<file path="src/rtl/xor_key_stream_pkg.sv">
// Shared widths, default depths and TX FSM state encodings for the XOR key stream stage.
package xor_key_stream_pkg;

  localparam int unsigned BYTE_W             = 8;
  localparam int unsigned KEY_DEPTH_DEFAULT  = 16;
  localparam int unsigned FIFO_DEPTH_DEFAULT = 8;

  // TX launch FSM states
  typedef enum logic [1:0] {
    ST_IDLE   = 2'd0,
    ST_LAUNCH = 2'd1,
    ST_WAIT   = 2'd2
  } tx_state_e;

endpackage

</file>
<file path="src/rtl/byte_fifo.sv">
// Synchronous byte FIFO with show-ahead read: rd_data shows the head whenever not empty.
module byte_fifo
  import xor_key_stream_pkg::*;
#(
  parameter int unsigned DEPTH = FIFO_DEPTH_DEFAULT
) (
  input  logic                       clk,
  input  logic                       rst_n,
  input  logic                       wr_en,
  input  logic [BYTE_W-1:0]          wr_data,
  input  logic                       rd_en,
  output logic [BYTE_W-1:0]          rd_data,
  output logic                       full,
  output logic                       empty,
  output logic [$clog2(DEPTH):0]     count
);

  localparam int unsigned AW = $clog2(DEPTH);
  localparam int unsigned CW = AW + 1;

  logic [BYTE_W-1:0] mem [DEPTH];
  logic [AW-1:0]     wr_ptr;
  logic [AW-1:0]     rd_ptr;
  logic              do_wr;
  logic              do_rd;

  assign full    = (count == CW'(DEPTH));
  assign empty   = (count == '0);
  assign do_wr   = wr_en && !full;
  assign do_rd   = rd_en && !empty;
  assign rd_data = mem[rd_ptr];

  // Storage array; contents need no reset since count gates every read.
  always_ff @(posedge clk) begin
    if (do_wr) begin
      mem[wr_ptr] <= wr_data;
    end
  end

  // Pointer and occupancy tracking.
  always_ff @(posedge clk or negedge rst_n) begin
    if (!rst_n) begin
      wr_ptr <= '0;
      rd_ptr <= '0;
      count  <= '0;
    end else begin
      if (do_wr) begin
        wr_ptr <= AW'(wr_ptr + AW'(1));
      end
      if (do_rd) begin
        rd_ptr <= AW'(rd_ptr + AW'(1));
      end
      case ({do_wr, do_rd})
        2'b10:   count <= CW'(count + CW'(1));
        2'b01:   count <= CW'(count - CW'(1));
        default: count <= count;
      endcase
    end
  end

endmodule

</file>
<file path="src/rtl/xor_key_stream.sv">
// Repeating-key XOR stage: stores a multi-byte key, encrypts incoming data bytes,
// queues ciphertext and feeds it to the UART transmitter one byte at a time.
module xor_key_stream
  import xor_key_stream_pkg::*;
#(
  parameter int unsigned KEY_DEPTH  = KEY_DEPTH_DEFAULT,
  parameter int unsigned FIFO_DEPTH = FIFO_DEPTH_DEFAULT
) (
  input  logic                          clk,
  input  logic                          rst_n,
  input  logic                          key_valid,
  input  logic [BYTE_W-1:0]             key_byte,
  input  logic                          key_clr,
  input  logic                          data_valid,
  input  logic [BYTE_W-1:0]             data_byte,
  input  logic                          tx_active,
  input  logic                          tx_done,
  output logic                          tx_start,
  output logic [BYTE_W-1:0]             tx_data,
  output logic [$clog2(KEY_DEPTH):0]    key_len,
  output logic [$clog2(FIFO_DEPTH):0]   fifo_cnt,
  output logic                          key_ovf,
  output logic                          data_ovf
);

  localparam int unsigned KIW = $clog2(KEY_DEPTH);
  localparam int unsigned KLW = KIW + 1;

  logic [BYTE_W-1:0] key_mem [KEY_DEPTH];
  logic [KIW-1:0]    key_rd_ptr;
  logic [KIW-1:0]    key_wr_idx;
  logic              key_full;
  logic              key_empty;
  logic              ptr_last;
  logic [BYTE_W-1:0] cipher_c;
  logic              data_accept;

  logic              fifo_full;
  logic              fifo_empty;
  logic              fifo_rd;
  logic [BYTE_W-1:0] fifo_head;

  tx_state_e         state;

  assign key_full    = (key_len == KLW'(KEY_DEPTH));
  assign key_empty   = (key_len == '0);
  assign key_wr_idx  = key_len[KIW-1:0];
  assign ptr_last    = ({1'b0, key_rd_ptr} == KLW'(key_len - KLW'(1)));
  assign data_accept = data_valid && !fifo_full;

  // Ciphertext uses the key as it stood before any same-cycle key update.
  assign cipher_c = key_empty ? data_byte : (data_byte ^ key_mem[key_rd_ptr]);

  // Pop only when the launcher is idle and the transmitter is free.
  assign fifo_rd = (state == ST_IDLE) && !fifo_empty && !tx_active;

  // Key byte storage; a clear with a simultaneous key byte restarts the key at slot 0.
  always_ff @(posedge clk) begin
    if (key_clr) begin
      if (key_valid) begin
        key_mem[0] <= key_byte;
      end
    end else if (key_valid && !key_full) begin
      key_mem[key_wr_idx] <= key_byte;
    end
  end

  // Key length, read pointer and overflow flags.
  always_ff @(posedge clk or negedge rst_n) begin
    if (!rst_n) begin
      key_len    <= '0;
      key_rd_ptr <= '0;
      key_ovf    <= 1'b0;
      data_ovf   <= 1'b0;
    end else begin
      if (key_clr) begin
        key_len    <= key_valid ? KLW'(1) : '0;
        key_rd_ptr <= '0;
        key_ovf    <= 1'b0;
      end else begin
        if (key_valid) begin
          if (key_full) begin
            key_ovf <= 1'b1;
          end else begin
            key_len <= KLW'(key_len + KLW'(1));
          end
        end
        if (data_accept && !key_empty) begin
          key_rd_ptr <= ptr_last ? '0 : KIW'(key_rd_ptr + KIW'(1));
        end
      end
      if (data_valid && fifo_full) begin
        data_ovf <= 1'b1;
      end
    end
  end

  // Ciphertext queue between the encryptor and the transmitter.
  byte_fifo #(
    .DEPTH (FIFO_DEPTH)
  ) u_fifo (
    .clk     (clk),
    .rst_n   (rst_n),
    .wr_en   (data_valid),
    .wr_data (cipher_c),
    .rd_en   (fifo_rd),
    .rd_data (fifo_head),
    .full    (fifo_full),
    .empty   (fifo_empty),
    .count   (fifo_cnt)
  );

  // TX launcher: pop head into tx_data, pulse tx_start, wait for tx_done.
  always_ff @(posedge clk or negedge rst_n) begin
    if (!rst_n) begin
      state    <= ST_IDLE;
      tx_start <= 1'b0;
      tx_data  <= '0;
    end else begin
      tx_start <= 1'b0;
      case (state)
        ST_IDLE: begin
          if (fifo_rd) begin
            tx_data  <= fifo_head;
            tx_start <= 1'b1;
            state    <= ST_LAUNCH;
          end
        end
        ST_LAUNCH: begin
          state <= ST_WAIT;
        end
        ST_WAIT: begin
          if (tx_done) begin
            state <= ST_IDLE;
          end
        end
        default: begin
          state <= ST_IDLE;
        end
      endcase
    end
  end

endmodule

</file>
<file path="config.mk">
export PLATFORM = sky130hd
export DESIGN_NAME = xor_key_stream
export DESIGN_NICKNAME = d
export VERILOG_FILES = /design/src/rtl/xor_key_stream_pkg.sv /design/src/rtl/byte_fifo.sv /design/src/rtl/xor_key_stream.sv
export SDC_FILE = /design/constraint.sdc
export NUM_CORES = 1
export LEC_CHECK = 0
export ABC_CLOCK_PERIOD_IN_PS = 5000
export CAP_MARGIN = 20
export CORE_UTILIZATION = 48
export DETAILED_ROUTE_END_ITERATION = 7
export PLACE_DENSITY = 0.66
export SYNTH_ARGS = -nofsm -noshare
export SYNTH_HDL_FRONTEND = slang
export SYNTH_SLANG_ARGS = --single-unit
</file>
<file path="constraint.sdc">
create_clock -name clk -period 5 [get_ports clk]
set_input_delay 1 -clock clk [delete_from_list [all_inputs] [get_ports clk]]
set_output_delay 1 -clock clk [all_outputs]
set_load 0.01 [all_outputs]
</file>
## After elaboration in Yosys (flattened, before gate mapping)

Memories as Yosys holds them, arrays and structs flattened. A register that Yosys moved wholly into a read port is not among the register bits.
Index checks and enable logic that the tools add are counted.

- $add $sub $neg: 7
- Mux-type cells: 28
- Reduce and logical (&&, ||, !) cells: 25
- Equal/unequal tests: 10
- Bitwise gates (word level): 1

Operators with widths:

| cell | count |
|---|---|
| $mux W4 | 4 |
| $mux W8 | 2 |
| $mux W1 | 15 |
| $mux W5 | 3 |
| $add A4 B1 Y4 const B | 2 |
| $pmux W4 S2 | 1 |
| $reduce_and A2 Y1 | 4 |
| $reduce_bool A2 Y1 | 4 |
| $reduce_or A8 Y1 | 1 |
| $xor A8 B8 Y8 | 1 |
| $logic_and A1 B1 Y1 | 7 |
| $add A3 B1 Y3 const B | 2 |
| $logic_not A1 Y1 | 6 |
| $pmux W2 S3 | 1 |
| $add A5 B1 Y5 const B | 1 |
| $eq A4 B5 Y1 | 1 |
| $eq A5 B5 Y1 const B | 1 |
| $logic_not A5 Y1 | 1 |
| $sub A5 B1 Y5 const B | 1 |
| $eq A2 B1 Y1 const B | 2 |
| $eq A2 B2 Y1 const B | 2 |
| $eq A4 B4 Y1 const B | 1 |
| $logic_not A4 Y1 | 1 |
| $mux W2 | 2 |
| other kinds (4) | 5 |

- Input bits: 23
- Memories kept: 2
- Register bits: 24
- Memory bits (writable): 192

Memories:

| memory | words | width | rd ports | clocked after Yosys merged registers in | write ports | RTL line | RTL |
|---|---|---|---|---|---|---|---|
| key_mem | 16 | 8 | 1 | 0 | 1 | xor_key_stream.sv:29 | `logic [BYTE_W-1:0] key_mem [KEY_DEPTH];` |
| u_fifo.mem | 8 | 8 | 1 | 1 | 1 | byte_fifo.sv:21 | `logic [BYTE_W-1:0] mem [DEPTH];` |

## Longest topological paths before layout

Gate-level depths: netlist of the first run.

- Depth after elaboration: 8
- Depth in mapped cells: 10
- Gate-level depth less buffers: 9

## By module

A second synthesis of the first run with hierarchy kept.

- Cell total of the unflattened synthesis: 490
- Area total of the unflattened synthesis: 9318.9 um^2

Modules (own cells, without submodules):

| module | cells an instance | area each (um^2) | times used |
|---|---|---|---|
| xor_key_stream | 330 | 6184.7 | 1 |
| byte_fifo | 160 | 3134.3 | 1 |

## Worst setup path after synthesis of the first run

Ideal clock, no wire load.

- Kind: in2reg
- Start: in tx_active
- End: reg u_fifo.count[2]
- Arrival: 2.615 ns
- Cell stages on the path: 9
- Path slack: 2.255 ns
- Buffers on the path: 1
- Cell sequence: nor4_1 > clkbuf_1 > ha_1 > xor2_1 > ha_1 > a21oi_1 > xor2_1 > nor2_1 > xor2_1

- Word-level cells in the longest chain between the ends: 5
- Elaborated cells on any way between the ends: 7
- Those cells by class: eq/ne: 2; mux: 1; reduce/logical: 4

RTL lines:

| item | RTL line | RTL |
|---|---|---|
| from (decl) | xor_key_stream.sv:16 | `input logic tx_active,` |
| $logic_not A1 Y1 * | xor_key_stream.sv:55 | `assign fifo_rd = (state == ST_IDLE) && !fifo_empty && !tx_active;` |
| $logic_and A1 B1 Y1 * | xor_key_stream.sv:55 |  |
| $logic_and A1 B1 Y1 * | byte_fifo.sv:30 | `assign do_rd = rd_en && !empty;` |
| via u_fifo.do_rd | byte_fifo.sv:25 | `logic do_rd;` |
| $eq A2 B1 Y1 or $eq A2 B2 Y1 (tied branches) | byte_fifo.sv:53 | `case ({do_wr, do_rd})` |
| $pmux W4 S2 or $reduce_bool A2 Y1 (tied branches) | -- |  |
| to (signal assigned) | byte_fifo.sv:54 | `2'b10: count <= CW'(count + CW'(1));` |
| to (signal assigned) | byte_fifo.sv:55 | `2'b01: count <= CW'(count - CW'(1));` |
| to (signal assigned) | byte_fifo.sv:56 | `default: count <= count;` |
| to (decl) | byte_fifo.sv:15 | `output logic [$clog2(DEPTH):0] count` |

Mark *: on every way through the listed nets, which the timed path passes. The rest lies on a longest branch.
A chain may end at the register's enable or synchronous reset.

## Worst setup path in the final report of the first run

- Start: reg key_len[0]
- End: mem u_fifo.mem[4][0], data pin

- Word-level cells in the longest chain between the ends: 2

RTL lines:

| item | RTL line | RTL |
|---|---|---|
| from (decl) | xor_key_stream.sv:20 | `output logic [$clog2(KEY_DEPTH):0] key_len,` |
| from (signal assigned) | xor_key_stream.sv:77 | `key_len <= key_valid ? KLW'(1) : '0;` |
| from (signal assigned) | xor_key_stream.sv:85 | `key_len <= KLW'(key_len + KLW'(1));` |
| $logic_not A5 Y1 | xor_key_stream.sv:46 | `assign key_empty = (key_len == '0);` |
| $mux W8 | xor_key_stream.sv:52 | `assign cipher_c = key_empty ? data_byte : (data_byte ^ key_mem[key_rd_ptr]);` |
| via cipher_c[0] | xor_key_stream.sv:35 | `logic [BYTE_W-1:0] cipher_c;` |
| to (decl) | byte_fifo.sv:21 |  |

The timed path passes the listed nets, and every way through them passes these cells.

==> results.ini, run 1 <==
[synthesis]
synthTopCellsByArea=edfxtp_1 63%, mux4_2 9.1%, dfrtp_1 8.7%
synth_seq_cells=224
avgSynthCellArea_um2=18.8
synth_most_common_cell=edfxtp_1
netlist.area_leader.share_pct=62.8
yosysWarnings=0
synth_common_cells=192 x edfxtp_1, 37 x mux4_2, 32 x dfrtp_1, 28 x nor2_1, 16 x a21oi_1
synth_seq_area_share_pct=71.5
async_flop_share_pct=14.3
synth_area_leader_cell=edfxtp_1
syn_area_um2=9180
syn-num-nets=518
syn_inst=487
synth_edf_count=192
synth_cell_types=46
synth_ff_type=edfxtp_1

[routing]
drt-initial-drc-count=270
viasPerCell=5.70
dr.pass1.iters=4
ant_nets=0
dr_total_vias=4548
wl_per_cell_um=21.5
drc=0
wl_mm=17.1

[finish]
antenna_cells=0
drive_above_1_share_pct=19.0
final_util_pct=57.0
n_fill_cell=1397
fin_cells=798
fin_nets=578
final-seq-area_um2=6570
multi_input_area_um2=2430
area_growth_pct=16.2

[clocking]
cts.sinks=224
cts-htree-levels=1
cts_root_buffer=clkbuf_16
clock_latency_ns=0.51
clk_pin_slew_worst_paths_ns=0.06
cts_made_buffers=24
cts_resized=0
cts.path.max_buffers=3
ctsHoldBuffers=0
cts_setup_buffers=0
tritoncts=yes

[floorplanning]
die_h_um=140
io_pins=43
initial_core_util_pct=49.1
die_w_um=140
die_area_um2=19700
rows=50
fp.coreArea_um2=18700

[worst_hold_path]
min_path_type=reg2reg

[critical_path]
critPathMaxFanout=12
cp_slowest_cell=dfrtp_1
cp-end-kind=register
crit_required_ns=5.22
slowest_delay_ns=0.59
criticalPathCategory=reg2reg
cp_top_family=simple AND/OR/NAND/NOR gates
startpoint_type=register
path_buf_inv=1
arrival_ns=3.22
path_cells=inv_1, ha_1, nor4b_2, nor3b_2, a22o_1, a221oi_2, xnor2_1

[global_routing]
antenna_found_initial=0
grt_pass1_vias=4662
grt_max_degree=37
grt_pass1_wl_mm=26.9
grt_overflow=0
grtUsageTotal_pct=18.3

[place]
place_congestion=0.751
hpwl_mm=11.1
dp.cells=751
port_buffers=42

[sta]
drv_slew=0
fmax_mhz=333
fin_crit_sh_pct=60.0
fin_crit_ns=3.00
skew_ns=0.00455
worstMarginPinSlew_ns=0.869
hold_slack_ns=0.470
slew-limit-headroom_pct=41.9
rsz0062_at_grt=false
fin_setup_tns_ns=0
setup_viol=0
finalHoldViolations=0

[job]
drv_cap=0

[status]
status=completed

[power]
peakVddDrop_mv=0.290
power.density_nw_per_um2=482
leakagePower_nw=3.57

==> final cells by class <==
class,instances,share of cell area (%)
clock inverter,14,1.11
multi-input combinational,231,22.8
timing repair buffer,59,5.37
inverter,7,0.246
tap,234,2.75
clock buffer,29,6.10
sequential,224,61.6
==> cell families (layout without fill, tap and decap cells) <==
group	after synthesis	in the layout	synth area share, %
DFF	224	224	71.5
xor gates and xnor gates	24	24	2.29
and+or+nand+nor	97	97	5.66
buffers and inverters	32	109	2.00
adders and majority gates	8	8	1.09
muxes	62	62	13.8
AOI/OAI and AO/OA	40	40	3.61
==> layer usage <==
metal	vias to the layer above	GRT usage (%)	wire, um
met5	-	0	0
met4	0	5.44	412
met3	31	2.39	632
met2	104	32.3	8870
met1	2323	23.7	7230
li1	2090	-	-
==> cell usage in the layout (no fill, tap or decap), types with 4 or more instances in the layout <==
cell type        Yosys  layout
nor2_1              28      28
a21oi_1             16      16
nor4_1               6       5
dfrtp_1             32      31
nor2b_1              4       4
a221oi_2             8       8
nor3_1              12      12
clkbuf_16            0      25
clkinv_1             0       7
inv_1                5       5
nand3_1             12      12
a22o_1               7       7
mux2i_1             10      10
buf_4                0      11
mux4_2              37      37
clkdlybuf4s50_1      0      42
xor2_1              10      10
nand2_1             15      15
xnor2_1             14      14
mux4_1              11      11
edfxtp_1           192     192
mux2_2               4       4
ha_1                 8       8
==> metrics by stage <==
stage                     instance area (um2)  setup slack (ns)  power [mW]
after CTS                               10600              1.90        5.19
final                                   10700              2.00        5.14
after global placement                   9820              1.60        3.41
after global routing                    10700              1.76        5.36
after detailed placement                 9860              1.49        3.48
after floorplan                          9180              2.26        3.11
==> worst paths after layout <==
| kind | from | endpoint | slack, ns | depth (start not counted) |
|---|---|---|---|---|
| max reg2reg | key_len[0] | u_fifo.mem[4][0] | 2.00 | 7 |
| max | key_len[0] | u_fifo.mem[4][0] | 2.00 | 7 |
| min reg2reg | data_ovf | data_ovf | 0.47 | 1 |
| max in group asynchronous | rst_n | key_rd_ptr[0] | 3.77 | 2 |
| min in group asynchronous | rst_n | state[1] | 0.90 | 2 |
| min | data_ovf | data_ovf | 0.47 | 1 |
==> registers in the layout, summed over array words and instances (netlist names), 2 cells and up <==
register       flops
key_mem          128
u_fifo.wr_ptr      3
state              2
u_fifo.count       4
u_fifo.rd_ptr      3
u_fifo.mem        64
tx_data            8
key_len            5
key_rd_ptr         4
==> power by group <==
part,leakage (nW),switching (mW),internal (mW)
clock,0.366,0.679,1.02
combinational,1.08,0.451,0.541
sequential,2.12,0.187,2.26
total,3.57,1.32,3.82
Note: power is estimated with default switching activity, not from simulation.
==> inputs of run 2 (changes only) <==
--- a/config.mk
+++ b/config.mk
@@ -5,7 +5,7 @@
 export SDC_FILE = /design/constraint.sdc
 export NUM_CORES = 1
 export LEC_CHECK = 0
-export ABC_CLOCK_PERIOD_IN_PS = 5000
+export ABC_CLOCK_PERIOD_IN_PS = 3080
 export CAP_MARGIN = 20
 export CORE_UTILIZATION = 48
 export DETAILED_ROUTE_END_ITERATION = 7
==> constraint.sdc (replaced) <==
create_clock -name clk -period 3.08 [get_ports clk]
set_input_delay 0.616 -clock clk [delete_from_list [all_inputs] [get_ports clk]]
set_output_delay 0.616 -clock clk [all_outputs]
set_load 0.01 [all_outputs]
==> run 2 against run 1 <==
Effect of this change: clock power grew 54%; largest power group unchanged; register-to-register slack worse by 1.6 ns; setup slack lost 1.6 ns; largest cell class unchanged.
==> results.ini, run 2 (synthesis results as in run 1) <==
[status]
status=completed  ; unchanged

[place]
dp.cells=777  ; was 751
port_buffers=42  ; unchanged
post_dp_cell_area_um2=10000  ; was 9860 um2
place_congestion=0.757  ; was 0.751
hpwl_mm=11.0  ; was 11.1 mm

[finish]
fin_nets=599  ; was 578
layout_common_cells=192 x edfxtp_1, 42 x clkdlybuf4s50_1, 39 x buf_4  ; was 192 x edfxtp_1, 42 x clkdlybuf4s50_1, 37 x mux4_2
final_util_pct=57.4  ; was 57.0%
antenna_cells=0  ; unchanged
final_area_um2=10700  ; about the same
largestRegisters=key_mem x128, u_fifo.mem x64, tx_data x8  ; unchanged
regMostFlops=key_mem  ; unchanged
n_fill_cell=1413  ; was 1397
fin_cells=818  ; was 798
drive_above_1_share_pct=21.6  ; was 19.0%
final_common_cell=edfxtp_1  ; unchanged
area_growth_pct=17.0  ; was 16.2%
largest_reg_flops=128  ; unchanged

[sta]
finalHoldViolations=0  ; unchanged
setup_viol=0  ; unchanged
rsz0062_at_grt=false  ; unchanged
hold_slack_ns=0.485  ; was 0.470 ns
worstMarginPinSlew_ns=0.789  ; was 0.869 ns
fin_crit_sh_pct=85.4  ; was 60.0%
fmax_mhz=380  ; was 333 MHz
fin_setup_tns_ns=0  ; unchanged
fin_crit_ns=2.63  ; was 3.00 ns
skew_ns=0.00721  ; was 0.00455 ns
slew-limit-headroom_pct=47.4  ; was 41.9%
drv_slew=0  ; unchanged

[global_routing]
grtUsageTotal_pct=18.4  ; was 18.3%
antenna_found_initial=0  ; unchanged
grt_max_degree=20  ; was 37
grt_overflow=0  ; unchanged
grt_pass1_wl_mm=27.2  ; was 26.9 mm
grt_pass1_vias=4802  ; was 4662

[routing]
wl_mm=17.2  ; was 17.1 mm
wl_per_cell_um=21.0  ; was 21.5 um
dr.pass1.iters=4  ; unchanged
viasPerCell=5.68  ; was 5.70
drt-initial-drc-count=335  ; was 270
drc=0  ; unchanged
ant_nets=0  ; unchanged
dr_total_vias=4646  ; was 4548

[critical_path]
reg2reg_depth=9  ; was 7
criticalPathCategory=reg2reg  ; unchanged
arrival_ns=3.00  ; was 3.22 ns
startpoint_type=register  ; unchanged
cp-end-kind=register  ; unchanged
crit_required_ns=3.45  ; was 5.22 ns
critPathMaxFanout=8  ; was 12

[floorplanning]
rows=50  ; unchanged
die_area_um2=19700  ; unchanged
io_pins=43  ; unchanged
die_w_um=140  ; unchanged
fp.coreArea_um2=18700  ; unchanged
initial_core_util_pct=49.1  ; unchanged
die_h_um=140  ; unchanged

[power]
power.density_nw_per_um2=759  ; was 482 nW/um2
power_switching_mw=2.08  ; was 1.32 mW
swShare_pct=25.5  ; was 25.6%
p_seq_share_pct=48.3  ; was 47.6%
leakagePower_nw=3.65  ; was 3.57 nW
peakVddDrop_mv=0.455  ; was 0.290 mV
pwr-share-clk_pct=32.0  ; was 33.1%
p_comb_share_pct=19.7  ; was 19.3%
internal-power_mw=6.07  ; was 3.82 mW

[worst_hold_path]
min_path_type=reg2reg  ; unchanged
holdPathStages=1  ; unchanged

[clocking]
cts_made_buffers=23  ; was 24
cts_root_buffer=clkbuf_16  ; unchanged
clock_latency_ns=0.50  ; was 0.51 ns
ctsHoldBuffers=0  ; unchanged
cts_setup_buffers=0  ; unchanged
cts.path.max_buffers=3  ; unchanged
clk_pin_slew_worst_paths_ns=0.06  ; about the same
cts-htree-levels=1  ; unchanged
cts.sinks=224  ; unchanged
tritoncts=yes  ; unchanged
cts_resized=0  ; unchanged

[job]
drv_cap=0  ; unchanged

[run 2: cell count changes in the layout (fill, tap and decap cells not counted), sizes merged]
cell,delta
bufinv,-1
clkinvlp,-2
clkbuf,+6
buf,+24
clkinv,-7
[run 2: final timing paths]
check	startpoint	end	slack, ns
hold / removal	data_ovf	data_ovf	0.48
setup reg to reg	u_fifo.count[1]	u_fifo.count[2]	0.45
setup / recovery	u_fifo.count[1]	u_fifo.count[2]	0.45
min in group asynchronous	rst_n	tx_data[6]	0.53
hold reg to reg	data_ovf	data_ovf	0.48
max in group asynchronous	rst_n	key_rd_ptr[0]	1.81
[run 2: cell type report]
type	instances	area, um2	area share (%)
clock buffer	37	658	6.13
tap	234	293	2.73
sequential	224	6570	61.1
clock inverter	4	47.5	0.443
inverter	7	26.3	0.245
multi-input combinational	231	2430	22.7
timing repair buffer	81	713	6.64
[run 2: layer usage]
metal  wire length, um  GRT usage [%]  vias to the layer above  part of all wire (%)
li1                  -              -                     2130                     -
met1              7400           23.8                     2393                    43
met2              8790           32.5                       90                    51
met3               552           2.50                       33                   3.2
met4               426           5.55                        0                   2.5
met5                 0              0                        -                     0
[run 2: worst max-delay path: stages, from the launching register on]
cell	delay (ns)
dfrtp_1	0.45
or4b_1	0.64
nand2_1	0.29
ha_1	0.32
xor2_1	0.11
ha_1	0.19
a21oi_1	0.15
xor2_1	0.15
nor2_1	0.06
xor2_1	0.14
[run 2: through the flow]
stage,worst slack [ns],power [mW]
3_3_place_gp,0.375,5.57
2_1_floorplan,0.460,5.05
6_report,0.451,8.15
5_1_grt,0.189,8.52
3_5_place_dp,0.297,5.63
4_1_cts,0.448,8.25
[run 2: power groups by stage]
| stage | Combinational, mW | Sequential, mW | Clock (mW) |
|---|---|---|---|
| 2_1_floorplan | 1.15 | 3.90 | 0 |
| 3_3_place_gp | 1.59 | 3.98 | 0 |
| 3_5_place_dp | 1.63 | 4.00 | 0 |
| 4_1_cts | 1.64 | 3.94 | 2.67 |
| 5_1_grt | 1.77 | 3.98 | 2.78 |
| 6_report | 1.61 | 3.94 | 2.61 |
==> inputs of run 3 (changes only) <==
--- a/config.mk
+++ b/config.mk
@@ -5,6 +5,7 @@
 export SDC_FILE = /design/constraint.sdc
 export NUM_CORES = 1
 export LEC_CHECK = 0
+export ABC_AREA = 1
 export ABC_CLOCK_PERIOD_IN_PS = 3080
 export CAP_MARGIN = 20
 export CORE_UTILIZATION = 48
==> run 3 against run 2 <==
Effect of this change: maximum frequency decreased by 0.33%; critical path type unchanged; global-route usage increased by 3.4 points; synthesized area increased by 4.5%; largest cell class unchanged; non-clock buffer count decreased by 15; combinational power increased by 9.9%; register-to-register slack about the same; clock power increased by 2%; total power increased by 2.3%; highest routed layer unchanged; flip-flop and latch count unchanged; setup slack got worse by 0.0087 ns; count of clock-buffer cells in the layout decreased by 8; final area increased by 3.1%.
==> results.ini, run 3 <==
[sta]
fin_setup_tns_ns=0  ; unchanged
slew-limit-headroom_pct=41.8  ; was 47.4%
setup_viol=0  ; unchanged
worstMarginPinSlew_ns=0.869  ; was 0.789 ns
fin_crit_ns=2.64  ; was 2.63 ns
fmax_mhz=379  ; was 380 MHz
rsz0062_at_grt=false  ; unchanged
finalHoldViolations=0  ; unchanged
drv_slew=0  ; unchanged
skew_ns=0.0168  ; was 0.00721 ns
fin_crit_sh_pct=85.6  ; was 85.4%

[worst_hold_path]
min_path_type=reg2reg  ; unchanged

[power]
p_seq_share_pct=46.9  ; was 48.3%
peakVddDrop_mv=0.436  ; was 0.455 mV
internal-power_mw=5.85  ; was 6.07 mW
leakagePower_nw=4.25  ; was 3.65 nW
p_comb_share_pct=21.2  ; was 19.7%
power.density_nw_per_um2=753  ; was 759 nW/um2
pwr-share-clk_pct=31.9  ; was 32.0%
power.total_mw=8.34  ; was 8.15 mW
power_switching_mw=2.49  ; was 2.08 mW
swShare_pct=29.9  ; was 25.5%

[clocking]
cts_root_buffer=clkbuf_16  ; unchanged
clock_latency_ns=0.52  ; was 0.50 ns
cts_made_buffers=24  ; was 23
cts-htree-levels=1  ; unchanged
ctsHoldBuffers=0  ; unchanged
clk_pin_slew_worst_paths_ns=0.06  ; about the same
cts_setup_buffers=0  ; unchanged
cts_resized=0  ; unchanged
cts.path.max_buffers=3  ; unchanged
tritoncts=yes  ; unchanged
cts.sinks=224  ; unchanged

[floorplanning]
rows=51  ; was 50
initial_core_util_pct=49.1  ; about the same
io_pins=43  ; unchanged
die_w_um=143  ; was 140 um
fp.coreArea_um2=19500  ; was 18700 um2
die_area_um2=20500  ; was 19700 um2
die_h_um=143  ; was 140 um

[global_routing]
grt_pass1_wl_mm=33.4  ; was 27.2 mm
grt_max_degree=48  ; was 20
gr-usage-met2_pct=36.7  ; was 32.5%
grt_pass1_vias=6001  ; was 4802
grtUsageTotal_pct=21.8  ; was 18.4%
antenna_found_initial=0  ; unchanged
met3_usage_pct=2.80  ; was 2.50%
busiest_layer=met2  ; unchanged
grt_overflow=0  ; unchanged
use_met1_pct=29.2  ; was 23.8%

[synthesis]
syn_inst=880  ; was 487
syn_area_um2=9590  ; was 9180 um2
synth_seq_area_share_pct=68.5  ; was 71.5%
synth_seq_cells=224  ; unchanged
synth_most_common_cell=nand2_1  ; was edfxtp_1
synthTopCellsByArea=edfxtp_1 60%, nand2_1 11%, dfrtp_1 8.4%  ; was edfxtp_1 63%, mux4_2 9.1%, dfrtp_1 8.7%
synth_edf_count=192  ; unchanged
yosysWarnings=0  ; unchanged
synth_top_family_by_area=simple AND/OR/NAND/NOR gates  ; was multiplexers
netlist.area_leader.share_pct=60.1  ; was 62.8%
synth-compound-area-share_pct=5.49  ; was 3.61%
synth_area_leader_cell=edfxtp_1  ; unchanged
synth_cell_types=37  ; was 46
synth_common_cells=272 x nand2_1, 192 x edfxtp_1, 91 x nor2_1, 72 x nand3_1, 42 x o21ai_0  ; was 192 x edfxtp_1, 37 x mux4_2, 32 x dfrtp_1, 28 x nor2_1, 16 x a21oi_1
synth-xor-area-share_pct=0.822  ; was 2.29%
yosys.area_share.simple_pct=20.6  ; was 5.66%
muxShareOfSynthArea_pct=0  ; was 13.8%
async_flop_share_pct=14.3  ; unchanged
synth_adder_area_share_pct=1.04  ; was 1.09%
avgSynthCellArea_um2=10.9  ; was 18.8 um2
synth_ff_type=edfxtp_1  ; unchanged
syn-num-nets=911  ; was 518

[place]
place_congestion=0.886  ; was 0.757
port_buffers=42  ; unchanged
hpwl_mm=13.8  ; was 11.0 mm

[critical_path]
rrSetupSlack_ns=0.44  ; was 0.45 ns
reg2reg_depth=9  ; unchanged
r2r_start=key_len[0]  ; was u_fifo.count[1]
crit_path_end=key_mem[2][6]  ; was u_fifo.count[2]
startpoint_type=register  ; unchanged
reg2reg_to=key_mem[2][6]  ; was u_fifo.count[2]
path_cells=inv_1, ha_1, nand2_1, inv_2, nand2_2, nand2_4, nor2_8, nand3_2, nor2_1  ; was or4b_1, nand2_1, ha_1, xor2_1, ha_1, a21oi_1, xor2_1, nor2_1, xor2_1
crit_required_ns=3.21  ; was 3.45 ns
slowest_delay_ns=0.70  ; was 0.64 ns
arrival_ns=2.77  ; was 3.00 ns
cp_top_family=simple AND/OR/NAND/NOR gates  ; unchanged
path_buf_inv=2  ; was 0
crit_cells=9  ; unchanged
cp_slowest_cell=nor2_1  ; was or4b_1
critPathMaxFanout=8  ; unchanged
cp-end-kind=register  ; unchanged
criticalPathCategory=reg2reg  ; unchanged
worstSetupStartpoint=key_len[0]  ; was u_fifo.count[1]

[routing]
drc=0  ; unchanged
dr_total_vias=6380  ; was 4646
dr.pass1.iters=5  ; was 4
wl_mm=21.3  ; was 17.2 mm
drt-initial-drc-count=397  ; was 335
ant_nets=0  ; unchanged
wl_per_cell_um=17.6  ; was 21.0 um
viasPerCell=5.26  ; was 5.68

[finish]
final_common_cell=nand2_1  ; was edfxtp_1
drive_above_1_share_pct=8.32  ; was 21.6%
layout_common_cells=272 x nand2_1, 192 x edfxtp_1, 91 x nor2_1  ; was 192 x edfxtp_1, 42 x clkdlybuf4s50_1, 39 x buf_4
antenna_cells=0  ; unchanged
regMostFlops=key_mem  ; unchanged
fin_nets=966  ; was 599
n_fill_cell=1657  ; was 1413
largest_reg_flops=128  ; unchanged
area_growth_pct=15.5  ; was 17.0%
largestRegisters=key_mem x128, u_fifo.mem x64, tx_data x8  ; unchanged

[job]
drv_cap=0  ; unchanged

[status]
status=completed  ; unchanged

-- run 3: how the worst min path moves through the flow --
stage / end / cells after the start / from / slack (ns)
floorplan: data_ovf / 0 / rst_n / 0.32
global placement: data_ovf / 2 / data_ovf / 0.46
detailed placement: data_ovf / 2 / data_ovf / 0.45
CTS: data_ovf / 2 / data_ovf / 0.47
global route: data_ovf / 2 / data_ovf / 0.50
finish: data_ovf / 2 / data_ovf / 0.46
-- run 3: tightest hold or removal path, cell delays in order, from the launching register on --
cell and delay, ns:
dfrtp_1 0.34, inv_1 0.04, o31ai_1 0.05
-- run 3: metal layers --
metal,part of all wire (%),vias to the layer above
li1,-,3113
met1,43,3053
met2,49,182
met3,5.2,32
met4,2.7,0
met5,0,-
-- run 3: power by group through the flow --
stage	clock, mW	sequential (mW)	combinational (mW)
after floorplan	0	3.87	1.18
after global placement	0	3.96	1.76
after detailed placement	0	3.97	1.78
after CTS	2.71	3.91	1.79
after global routing	2.83	3.95	2.00
final	2.66	3.91	1.77
-- run 3: area by class of cell --
type	instances	area [um2]	share of cell area [%]
multi-input cells	577	2680	24.2
clock buffers	29	641	5.78
flip-flops and latches	224	6570	59.3
well taps	265	332	2.99
clock inverters	11	80.1	0.723
repair buffers	66	613	5.54
inverters	42	161	1.46
-- run 3: logic make-up after synthesis --
| kind of cell | after synthesis |
|---|---|
| AND/OR/NAND/NOR | 466 |
| flip-flops | 224 |
| AO/OA/AOI/OAI | 94 |
| buffers and inverters | 79 |
| XOR/XNOR | 9 |
| adder cells (fa/ha/maj) | 8 |
-- run 3: per-stage QoR --
stage	hold slack, ns	worst slack [ns]	util [%]	cells	instance area, um2
2_1_floorplan	0.320	0.911	-	880	9590
3_3_place_gp	0.456	0.320	53.0	1174	10400
3_5_place_dp	0.451	0.242	53.0	1174	10400
4_1_cts	0.467	0.405	56.7	1214	11100
5_1_grt	0.500	0.296	56.7	1214	11100
6_report	0.459	0.442	56.7	1214	11100
